File: src/rtl/if_fetch_ctrl_pkg.sv
// Shared fetch-stage definitions: boot address, datapath widths, FSM states
// and a small helper for halfword-aligning redirect targets.
package if_fetch_ctrl_pkg;

  localparam int ADDR_W  = 16;
  localparam int INSTR_W = 16;

  // Boot address; if_pc resets to the same constant.
  localparam logic [ADDR_W-1:0] RAM_BEGIN = 16'h0000;

  typedef enum logic [2:0] {
    ST_BOOT  = 3'd0,
    ST_FETCH = 3'd1,
    ST_HOLD  = 3'd2,
    ST_DRAIN = 3'd3,
    ST_ERR   = 3'd4
  } fetch_state_t;

  // Instructions are halfword aligned, so bit 0 of any target is forced low.
  function automatic logic [ADDR_W-1:0] align_half(input logic [ADDR_W-1:0] a);
    return a & ~ADDR_W'(1);
  endfunction

endpackage

File: src/rtl/if_fetch_ctrl_if.sv
// Bundle of the fetch controller's buses: PC control towards if_pc, the IMEM
// req/ack port, the decode valid/ready port and the EX redirect input.
interface if_fetch_ctrl_if;
  import if_fetch_ctrl_pkg::*;

  logic               pc_rst;
  logic [ADDR_W-1:0]  pc_addr;
  logic               pc_en;
  logic               branch_taken;
  logic [ADDR_W-1:0]  branch_addr;
  logic               redir_valid;
  logic [ADDR_W-1:0]  redir_addr;
  logic               imem_req;
  logic [ADDR_W-1:0]  imem_addr;
  logic               imem_ack;
  logic [INSTR_W-1:0] imem_rdata;
  logic               instr_valid;
  logic [INSTR_W-1:0] instr;
  logic [ADDR_W-1:0]  instr_pc;
  logic               id_ready;
  logic               fetch_err;

  // Fetch controller side
  modport master (
    output pc_rst, pc_en, branch_taken, branch_addr,
    output imem_req, imem_addr,
    output instr_valid, instr, instr_pc, fetch_err,
    input  pc_addr, redir_valid, redir_addr, imem_ack, imem_rdata, id_ready
  );

  // Environment side: if_pc, IMEM, decode and EX
  modport slave (
    input  pc_rst, pc_en, branch_taken, branch_addr,
    input  imem_req, imem_addr,
    input  instr_valid, instr, instr_pc, fetch_err,
    output pc_addr, redir_valid, redir_addr, imem_ack, imem_rdata, id_ready
  );

endinterface

File: src/rtl/if_fetch_ctrl.sv
// Fetch-stage sequencer: steers if_pc, runs the IMEM req/ack handshake,
// presents fetched words to decode and squashes wrong-path data on redirect.
module if_fetch_ctrl
  import if_fetch_ctrl_pkg::*;
#(
  parameter int TIMEOUT = 16
) (
  input  logic              clk,
  input  logic              rst,
  if_fetch_ctrl_if.master   bus
);

  localparam int CNT_W = $clog2(TIMEOUT + 1);
  localparam logic [CNT_W-1:0] CNT_LAST = CNT_W'(TIMEOUT - 1);

  fetch_state_t       state_q, state_d;
  logic [ADDR_W-1:0]  imem_addr_q, imem_addr_d;
  logic [INSTR_W-1:0] instr_q, instr_d;
  logic [ADDR_W-1:0]  instr_pc_q, instr_pc_d;
  logic               instr_valid_q, instr_valid_d;
  logic [CNT_W-1:0]   wait_cnt_q, wait_cnt_d;
  logic               fetch_err_q, fetch_err_d;
  logic [ADDR_W-1:0]  branch_addr_q, branch_addr_d;

  logic               pc_en;
  logic               branch_taken;
  logic               imem_req;
  logic               redirect;
  logic               timed_out;
  logic [ADDR_W-1:0]  redir_target;
  logic [CNT_W-1:0]   wait_cnt_inc;

  assign bus.pc_rst       = !rst;
  assign bus.pc_en        = pc_en;
  assign bus.branch_taken = branch_taken;
  assign bus.branch_addr  = branch_addr_d;
  assign bus.imem_req     = imem_req;
  assign bus.imem_addr    = imem_addr_q;
  assign bus.instr_valid  = instr_valid_q;
  assign bus.instr        = instr_q;
  assign bus.instr_pc     = instr_pc_q;
  assign bus.fetch_err    = fetch_err_q;

  // Next-state logic plus the combinational PC-steering and IMEM request outputs.
  always_comb begin
    state_d       = state_q;
    imem_addr_d   = imem_addr_q;
    instr_d       = instr_q;
    instr_pc_d    = instr_pc_q;
    instr_valid_d = instr_valid_q;
    wait_cnt_d    = wait_cnt_q;
    fetch_err_d   = fetch_err_q;
    branch_addr_d = branch_addr_q;
    pc_en         = 1'b0;
    branch_taken  = 1'b0;
    imem_req      = 1'b0;

    redir_target  = align_half(bus.redir_addr);
    redirect      = bus.redir_valid &&
                    (state_q inside {ST_FETCH, ST_HOLD, ST_DRAIN});
    timed_out     = !bus.imem_ack && (wait_cnt_q >= CNT_LAST);
    wait_cnt_inc  = (wait_cnt_q >= CNT_LAST) ? wait_cnt_q : wait_cnt_q + CNT_W'(1);

    if (redirect) begin
      pc_en         = 1'b1;
      branch_taken  = 1'b1;
      branch_addr_d = redir_target;
      instr_valid_d = 1'b0;
    end

    case (state_q)
      ST_BOOT: begin
        state_d     = ST_FETCH;
        imem_addr_d = bus.pc_addr;
        wait_cnt_d  = '0;
      end

      ST_FETCH: begin
        imem_req = 1'b1;
        if (redirect) begin
          wait_cnt_d = '0;
          if (bus.imem_ack) begin
            state_d     = ST_FETCH;
            imem_addr_d = redir_target;
          end else begin
            state_d = ST_DRAIN;
          end
        end else if (bus.imem_ack) begin
          instr_d       = bus.imem_rdata;
          instr_pc_d    = imem_addr_q;
          instr_valid_d = 1'b1;
          state_d       = ST_HOLD;
        end else if (timed_out) begin
          fetch_err_d = 1'b1;
          state_d     = ST_ERR;
        end else begin
          wait_cnt_d = wait_cnt_inc;
        end
      end

      ST_HOLD: begin
        if (redirect) begin
          imem_addr_d = redir_target;
          wait_cnt_d  = '0;
          state_d     = ST_FETCH;
        end else if (bus.id_ready) begin
          pc_en         = 1'b1;
          instr_valid_d = 1'b0;
          imem_addr_d   = bus.pc_addr + ADDR_W'(2);
          wait_cnt_d    = '0;
          state_d       = ST_FETCH;
        end
      end

      ST_DRAIN: begin
        imem_req = 1'b1;
        if (redirect) begin
          wait_cnt_d = bus.imem_ack ? '0 : wait_cnt_inc;
        end else if (bus.imem_ack) begin
          imem_addr_d = bus.pc_addr;
          wait_cnt_d  = '0;
          state_d     = ST_FETCH;
        end else if (timed_out) begin
          fetch_err_d = 1'b1;
          state_d     = ST_ERR;
        end else begin
          wait_cnt_d = wait_cnt_inc;
        end
      end

      ST_ERR: begin
        instr_valid_d = 1'b0;
      end

      default: begin
        state_d = ST_BOOT;
      end
    endcase
  end

  // State and datapath registers with synchronous active-low reset.
  always_ff @(posedge clk) begin
    if (!rst) begin
      state_q       <= ST_BOOT;
      imem_addr_q   <= '0;
      instr_q       <= '0;
      instr_pc_q    <= '0;
      instr_valid_q <= 1'b0;
      wait_cnt_q    <= '0;
      fetch_err_q   <= 1'b0;
      branch_addr_q <= '0;
    end else begin
      state_q       <= state_d;
      imem_addr_q   <= imem_addr_d;
      instr_q       <= instr_d;
      instr_pc_q    <= instr_pc_d;
      instr_valid_q <= instr_valid_d;
      wait_cnt_q    <= wait_cnt_d;
      fetch_err_q   <= fetch_err_d;
      branch_addr_q <= branch_addr_d;
    end
  end

endmodule
File: src/flat_wrapper.sv
// flat-port wrapper written by rule: the top's interface ports become plain ports
module if_fetch_ctrl_flat import if_fetch_ctrl_pkg::*;
#(
  parameter int TIMEOUT = 16
)
  (clk, rst, bus_pc_rst, bus_pc_en, bus_branch_taken, bus_branch_addr, bus_imem_req, bus_imem_addr, bus_instr_valid, bus_instr, bus_instr_pc, bus_fetch_err, bus_pc_addr, bus_redir_valid, bus_redir_addr, bus_imem_ack, bus_imem_rdata, bus_id_ready);
  if_fetch_ctrl_if bus_i ();
  input  logic clk;
  input  logic rst;
  output wire logic [$bits(bus_i.pc_rst)-1:0] bus_pc_rst;
  output wire logic [$bits(bus_i.pc_en)-1:0] bus_pc_en;
  output wire logic [$bits(bus_i.branch_taken)-1:0] bus_branch_taken;
  output wire logic [$bits(bus_i.branch_addr)-1:0] bus_branch_addr;
  output wire logic [$bits(bus_i.imem_req)-1:0] bus_imem_req;
  output wire logic [$bits(bus_i.imem_addr)-1:0] bus_imem_addr;
  output wire logic [$bits(bus_i.instr_valid)-1:0] bus_instr_valid;
  output wire logic [$bits(bus_i.instr)-1:0] bus_instr;
  output wire logic [$bits(bus_i.instr_pc)-1:0] bus_instr_pc;
  output wire logic [$bits(bus_i.fetch_err)-1:0] bus_fetch_err;
  input wire logic [$bits(bus_i.pc_addr)-1:0] bus_pc_addr;
  input wire logic [$bits(bus_i.redir_valid)-1:0] bus_redir_valid;
  input wire logic [$bits(bus_i.redir_addr)-1:0] bus_redir_addr;
  input wire logic [$bits(bus_i.imem_ack)-1:0] bus_imem_ack;
  input wire logic [$bits(bus_i.imem_rdata)-1:0] bus_imem_rdata;
  input wire logic [$bits(bus_i.id_ready)-1:0] bus_id_ready;
  assign bus_pc_rst = bus_i.pc_rst;
  assign bus_pc_en = bus_i.pc_en;
  assign bus_branch_taken = bus_i.branch_taken;
  assign bus_branch_addr = bus_i.branch_addr;
  assign bus_imem_req = bus_i.imem_req;
  assign bus_imem_addr = bus_i.imem_addr;
  assign bus_instr_valid = bus_i.instr_valid;
  assign bus_instr = bus_i.instr;
  assign bus_instr_pc = bus_i.instr_pc;
  assign bus_fetch_err = bus_i.fetch_err;
  assign bus_i.pc_addr = bus_pc_addr;
  assign bus_i.redir_valid = bus_redir_valid;
  assign bus_i.redir_addr = bus_redir_addr;
  assign bus_i.imem_ack = bus_imem_ack;
  assign bus_i.imem_rdata = bus_imem_rdata;
  assign bus_i.id_ready = bus_id_ready;
  if_fetch_ctrl #(.TIMEOUT(TIMEOUT)) u_core (.clk(clk), .rst(rst), .bus(bus_i));
endmodule
File: config.mk
export PLATFORM = sky130hd
export DESIGN_NAME = if_fetch_ctrl_flat
export DESIGN_NICKNAME = d
export VERILOG_FILES = /design/src/rtl/if_fetch_ctrl_pkg.sv /design/src/rtl/if_fetch_ctrl_if.sv /design/src/rtl/if_fetch_ctrl.sv /design/src/flat_wrapper.sv
export SDC_FILE = /design/constraint.sdc
export NUM_CORES = 1
export LEC_CHECK = 0
export BUFFER_PORTS_ARGS = -buffer_cell sky130_fd_sc_hd__clkbuf_2
export CAP_MARGIN = 5
export CORE_ASPECT_RATIO = 0.7
export CORE_MARGIN = 1
export CORE_UTILIZATION = 35
export CTS_CLUSTER_DIAMETER = 60
export DETAILED_ROUTE_END_ITERATION = 12
export PLACE_DENSITY_LB_ADDON = 0.08
export REMOVE_ABC_BUFFERS = 1
export SYNTH_ARGS = -nofsm -noshare
export SYNTH_HDL_FRONTEND = slang
export SYNTH_SLANG_ARGS = --single-unit
export TNS_END_PERCENT = 100
File: constraint.sdc
create_clock -name clk -period 3 [get_ports clk]
set_input_delay 0.6 -clock clk [delete_from_list [all_inputs] [get_ports clk]]
set_output_delay 0.6 -clock clk [all_outputs]
set_load 0.01 [all_outputs]
==> results_dict.tcl, run 1 <==
set metrics [dict create \
    cts.hold.buffers_added 0 \
    finalClockSkew_ns 0.00464 \
    ys_seq_elements 74 \
    synth_cells 483 \
    ys_seq_area_frac 0.411 \
    period_minus_slack_ns 2.47 \
    synth-async-reset-ratio 0 \
    overflow 0 \
    dr.pass1.iters 4 \
    root_buffer "clkbuf_16" \
    max_freq_mhz 405 \
    cts_buffers 9 \
    rr_worst_depth 7 \
    final_cell_mix "138 x nand2_1, 121 x clkbuf_2, 74 x dfxtp_1, 49 x a21oi_1, 30 x nor2_1" \
    drv_slew 0 \
    hold_ws_ns 0.451 \
    crit_chain "nor2b_1, nand2_1, o21ai_0, clkbuf_2" \
    track_usage 0.209 \
    setup_tns_ns 0 \
    route.detailed.drc 0 \
    dp.cells 709 \
    final_common_cell "nand2_1" \
    setup_viol 0 \
    rsz0062_at_grt "no" \
    total_power_mw 2.49 \
    dp_hpwl_um 7760 \
    num_antenna_cells 0 \
    grt_pass1_wl_um 16900 \
    grt_max_degree 37 \
    start_util 0.366 \
    area_growth_pct 27.1 \
    rows 30 \
    layout.nets 647 \
    synth_edf_count 0 \
    hold_violations 0 \
    die_y_um 86.9 \
    p_per_area_nw_per_um2 544 \
    synth_ff_type "dfxtp_1" \
    place_congestion 0.811 \
    grt_pass1_vias 3275 \
    dieArea_um2 10700 \
    ant_nets 0 \
    routed-via-count 3745 \
    post-cts-setup-buffers 0 \
    core-area_um2 9830 \
    grt_antenna_before_repair 0 \
    die_x_um 123 \
    wirelength_um 10800 \
    cpPeakStageDelay_ns 0.56 \
    ctsResizeCount 0 \
    fin_crit_sh 0.823 \
    synth_cell_types 49 \
    vdd_drop_max_mv 0.267 \
    slew_headroom 0.655 \
    cts.sinks 74 \
    path_clk_slew_ns 0.06 \
    crit_type "reg -> out" \
    cts_buffer_depth 2 \
    cts_tree "done" \
    instances_no_fill 724 \
    drive_gt1_frac 0.257 \
    drv_cap 0 \
    power.static_leakage_nw 2.05 \
    r2r_slack_ns 1.01 \
    ios 123 \
    drtIter0Drc 215 \
    run_status "finished clean" \
    worstSetupStartpointType "flop" \
    clk_latency_ns 0.33 \
    wl_per_cell_um 15.0 \
    critPathCaptureType "output pin" \
    synth_warnings 0 \
    worst_slew_pin_slew_ns 0.515 \
    cp_max_fo 13 \
    whs_path_depth 2 \
    hold_path_class "reg -> reg" \
    avgViaCountPerCell 5.17 \
    io_buffers 121 \
    htree_num_levels 3 \
    arrival_ns 1.87 \
    synth_area_um2 3600 \
    num-fill-cells 1069 \
    cp_data_required_time_ns 2.40 \
    syn_area_per_cell_um2 7.46 \
    critPathSlowestCell "dfxtp_1" \
]
[cells by family after synthesis]
group,synth area share
and+or+nand+nor,0.275
xor gates and xnor gates,0.0292
buffers and inverters,0.0538
adders and majority gates,0.00694
DFF,0.411
AOI/OAI and AO/OA,0.218
muxes,0.00590
[layer usage]
| layer | share of wire | vias up | global-route usage |
|---|---|---|---|
| met5 | 0 | - | 0 |
| met2 | 0.43 | 102 | 0.309 |
| met4 | 0.014 | 0 | 0.0800 |
| met1 | 0.49 | 1752 | 0.294 |
| li1 | - | 1880 | - |
| met3 | 0.060 | 11 | 0.0504 |
[sequential cells by signal, summed over array words and instances, names as in the netlist]
register,flops
u_core.branch_addr_q,16
u_core.bus.fetch_err,1
u_core.bus.imem_addr,16
u_core.bus.instr,16
u_core.bus.instr_pc,16
u_core.bus.instr_valid,1
u_core.state_q,3
u_core.wait_cnt_q,5
[power by group]
part           switching [mW]  total, mW  leakage, nW  internal (mW)
sequential             0.0370       1.07        0.604           1.04
clock                   0.400       1.00        0.132          0.599
combinational           0.254      0.421         1.31          0.168
[worst max-delay path, delay by kind of cell, from the launching register on]
kind | cells | cell delay (ns)
simple gates | 2 | 0.58
flops | 1 | 0.56
compound gates | 1 | 0.22
buf+inv | 1 | 0.16
[cell type report]
class / instances / area (µm²) / share of cell area
clock buffer: 13 / 260 / 0.0568
clock inverter: 2 / 12.5 / 0.00273
inverter: 8 / 30.0 / 0.00656
multi-input combinational: 366 / 1930 / 0.421
sequential: 74 / 1480 / 0.323
tap: 128 / 160 / 0.0350
timing repair buffer: 133 / 708 / 0.155
[metrics by stage]
stage	utilization	setup slack (ns)	instance area, µm²
after floorplan	-	-0.323	3440
after global placement	0.438	0.634	4310
after detailed placement	0.438	0.597	4310
after CTS	0.466	0.514	4580
after global routing	0.466	0.279	4580
final	0.466	0.530	4580
[synth_stat cells (2+ instances only)]
cell	number	area share
nand2b_1	2	0.0035
and2_1	19	0.033
clkbuf_1	9	0.0094
xnor2_1	7	0.017
ha_1	2	0.0069
buf_1	2	0.0021
a211oi_1	2	0.0042
nand3_1	9	0.012
buf_2	23	0.032
o211ai_1	4	0.0083
dfxtp_1	74	0.41
nor3_1	4	0.0056
a31oi_1	12	0.021
o21ai_0	21	0.029
a221oi_1	6	0.015
and4_1	4	0.0097
a22o_1	2	0.0049
a211o_1	3	0.0073
nand2_1	138	0.14
a22oi_1	8	0.017
and3_1	3	0.0052
a21o_1	6	0.012
nand4_1	7	0.012
xor2_1	5	0.012
nand3b_1	2	0.0042
a21oi_1	49	0.068
inv_1	6	0.0062
nor2_1	30	0.031
nor4_1	2	0.0035
nor2b_1	3	0.0052
[path summary, 6_finish.rpt]
kind	to	start
max	bus_pc_en	u_core.state_q[1]$_SDFFE_PN0P_
min	u_core.bus.instr[2]$_SDFFE_PN0P_	u_core.bus.instr[2]$_SDFFE_PN0P_
max reg2reg	u_core.wait_cnt_q[1]$_SDFFE_PN0P_	u_core.state_q[1]$_SDFFE_PN0P_
min reg2reg	u_core.bus.instr[2]$_SDFFE_PN0P_	u_core.bus.instr[2]$_SDFFE_PN0P_
Note: power is estimated with default switching activity, not from simulation.
==> run 2, diff against run 1 <==
==> constraint.sdc (replaced) <==
create_clock -name clk -period 2.05 [get_ports clk]
set_input_delay 0.41 -clock clk [delete_from_list [all_inputs] [get_ports clk]]
set_output_delay 0.41 -clock clk [all_outputs]
set_load 0.01 [all_outputs]
==> run 2 against run 1 <==
- utilization up 2.2 points
- sequential share of layout area fell by 1.3 points
- largest power group is now clock
- clock power increased by 66%
- critical path depth is 4 higher
- clock skew increased by 0.0013 ns
- combinational power grew 57%
- power rose by 56%
- critical endpoint is now bus_branch_addr[5]
- setup slack got worse by 0.42 ns
- register-to-register slack worse by 0.73 ns
==> results_dict.tcl, run 2 (synthesis gave the netlist of run 1 again) <==
set metrics [dict create \
    run_status "finished clean" \
    track_usage 0.210 \
    power_frac_comb 0.170 \
    p_clk_frac 0.428 \
    start_util 0.366 \
    grt_pass1_vias 3454 \
    path_delay_family "buffers and inverters" \
    overflow 0 \
    hold_path_class "in -> reg" \
    clk_latency_ns 0.33 \
    place_congestion 0.874 \
    root_buffer "clkbuf_16" \
    rsz0062_at_grt "no" \
    ant_nets 0 \
    path_buf_inv 5 \
    rows 30 \
    setup_tns_ns 0 \
    final_cell_mix "137 x nand2_1, 121 x clkbuf_2, 72 x dfxtp_1, 49 x a21oi_1, 30 x nor2_1" \
    htree_num_levels 3 \
    dieArea_um2 10700 \
    seqPwrFrac 0.403 \
    max_freq_mhz 516 \
    wl_per_cell_um 14.3 \
    final_common_cell "nand2_1" \
    p_sw_mw 1.03 \
    total_power_mw 3.89 \
    routed-via-count 3740 \
    layout.nets 665 \
    hold_ws_ns 0.291 \
    vdd_drop_max_mv 0.421 \
    cts.sinks 74 \
    grt_max_degree 33 \
    slew_headroom 0.655 \
    place_area_um2 4440 \
    cp_data_required_time_ns 1.64 \
    num-fill-cells 1016 \
    grt_pass1_wl_um 17100 \
    cts.hold.buffers_added 0 \
    dp_hpwl_um 7940 \
    multi_input_area_um2 1930 \
    p_sw_frac 0.264 \
    critPathCaptureType "output pin" \
    cpPeakStageDelay_ns 0.37 \
    die_y_um 86.9 \
    setup_viol 0 \
    crit_type "reg -> out" \
    drv_slew 0 \
    finalClockSkew_ns 0.00598 \
    fin_crit_sh 0.946 \
    dp_slack_ns 0.148 \
    cts_buffer_depth 2 \
    drive_gt1_frac 0.286 \
    route.detailed.drc 0 \
    num_antenna_cells 0 \
    path_clk_slew_ns 0.06 \
    cts_tree "done" \
    die_x_um 123 \
    io_buffers 121 \
    cp_max_fo 6 \
    core-area_um2 9830 \
    period_minus_slack_ns 1.94 \
    wirelength_um 10700 \
    drv_cap 0 \
    dr.pass1.iters 4 \
    p_per_area_nw_per_um2 811 \
    grt_antenna_before_repair 0 \
    final_area_um2 4790 \
    dp.cells 725 \
    ios 123 \
    crit_chain "inv_4, o211ai_1, buf_4, buf_4, buf_4, nand2_1, nand2_1, clkbuf_2" \
    worstSetupStartpointType "flop" \
    fin_ws_ns 0.111 \
    final_core_util 0.487 \
    instances_no_fill 743 \
    critPathSlowestCell "dfxtp_4" \
    cp_common_cell "buf_4" \
    power.static_leakage_nw 2.16 \
    avgViaCountPerCell 5.03 \
    ff_latch_area_um2 1490 \
    area_growth_pct 33.0 \
    p_int_mw 2.86 \
    arrival_ns 1.53 \
    hold_violations 0 \
    drtIter0Drc 198 \
    cts_buffers 9 \
    worst_slew_pin_slew_ns 0.515 \
]
[run 2: changes by cell type in the layout (fill, tap and decap cells not counted), sizes merged]
cell,before,now
inv,7,8
buf,12,30
clkinv,2,1
clkbuf,134,133
bufinv,0,2
[run 2: routing by layer]
layer	track usage	wire, µm
met1	0.289	5270
met2	0.315	4550
met3	0.0550	642
met4	0.0767	200
met5	0	0
[run 2: path summary, 6_finish.rpt]
path / startpoint / end / slack, ns / cells past startpoint
max: u_core.state_q[2]$_SDFFE_PN0P_ / bus_branch_addr[5] / 0.11 / 8
min: bus_imem_rdata[7] / u_core.bus.instr[7]$_SDFFE_PN0P_ / 0.29 / 3
max reg2reg: u_core.state_q[1]$_SDFFE_PN0P_ / u_core.bus.instr_pc[6]$_SDFFE_PN0P_ / 0.28 / 6
min reg2reg: u_core.wait_cnt_q[4]$_SDFFE_PN0P_ / u_core.wait_cnt_q[4]$_SDFFE_PN0P_ / 0.45 / 2
[run 2: repair_timing]
| action | 4_1_cts | 5_1_grt |
|---|---|---|
| hold endpoints to repair | 0 | 0 |
| pin swaps | 1 | 1 |
| setup buffers | 2 | 0 |
| setup endpoints to repair | 17 | 17 |
| cloned | 0 | 0 |
| resized for setup | 3 | 9 |
[run 2: area by class of cell]
type                    instances  share of cell area
multi-input cells             366               0.403
flip-flops and latches         74               0.311
repair buffers                151               0.181
clock buffers                  12              0.0493
well taps                     128              0.0334
clock inverters                 4              0.0159
inverters                       8             0.00679
[run 2: worst register-to-register path, delay by kind of cell, from the launching register on]
kind	cells	cell delay [ns]
compound gates	1	0.07
buf+inv	2	0.51
simple gates	3	0.73
flops	1	0.35
[run 2: power by group through the flow]
stage | Clock (mW) | Sequential (mW) | Combinational [mW]
after floorplan | 0 | 1.62 | 0.293
after global placement | 0 | 1.60 | 0.643
after detailed placement | 0 | 1.60 | 0.650
after CTS | 1.70 | 1.57 | 0.659
after global routing | 1.76 | 1.57 | 0.736
final | 1.66 | 1.57 | 0.660
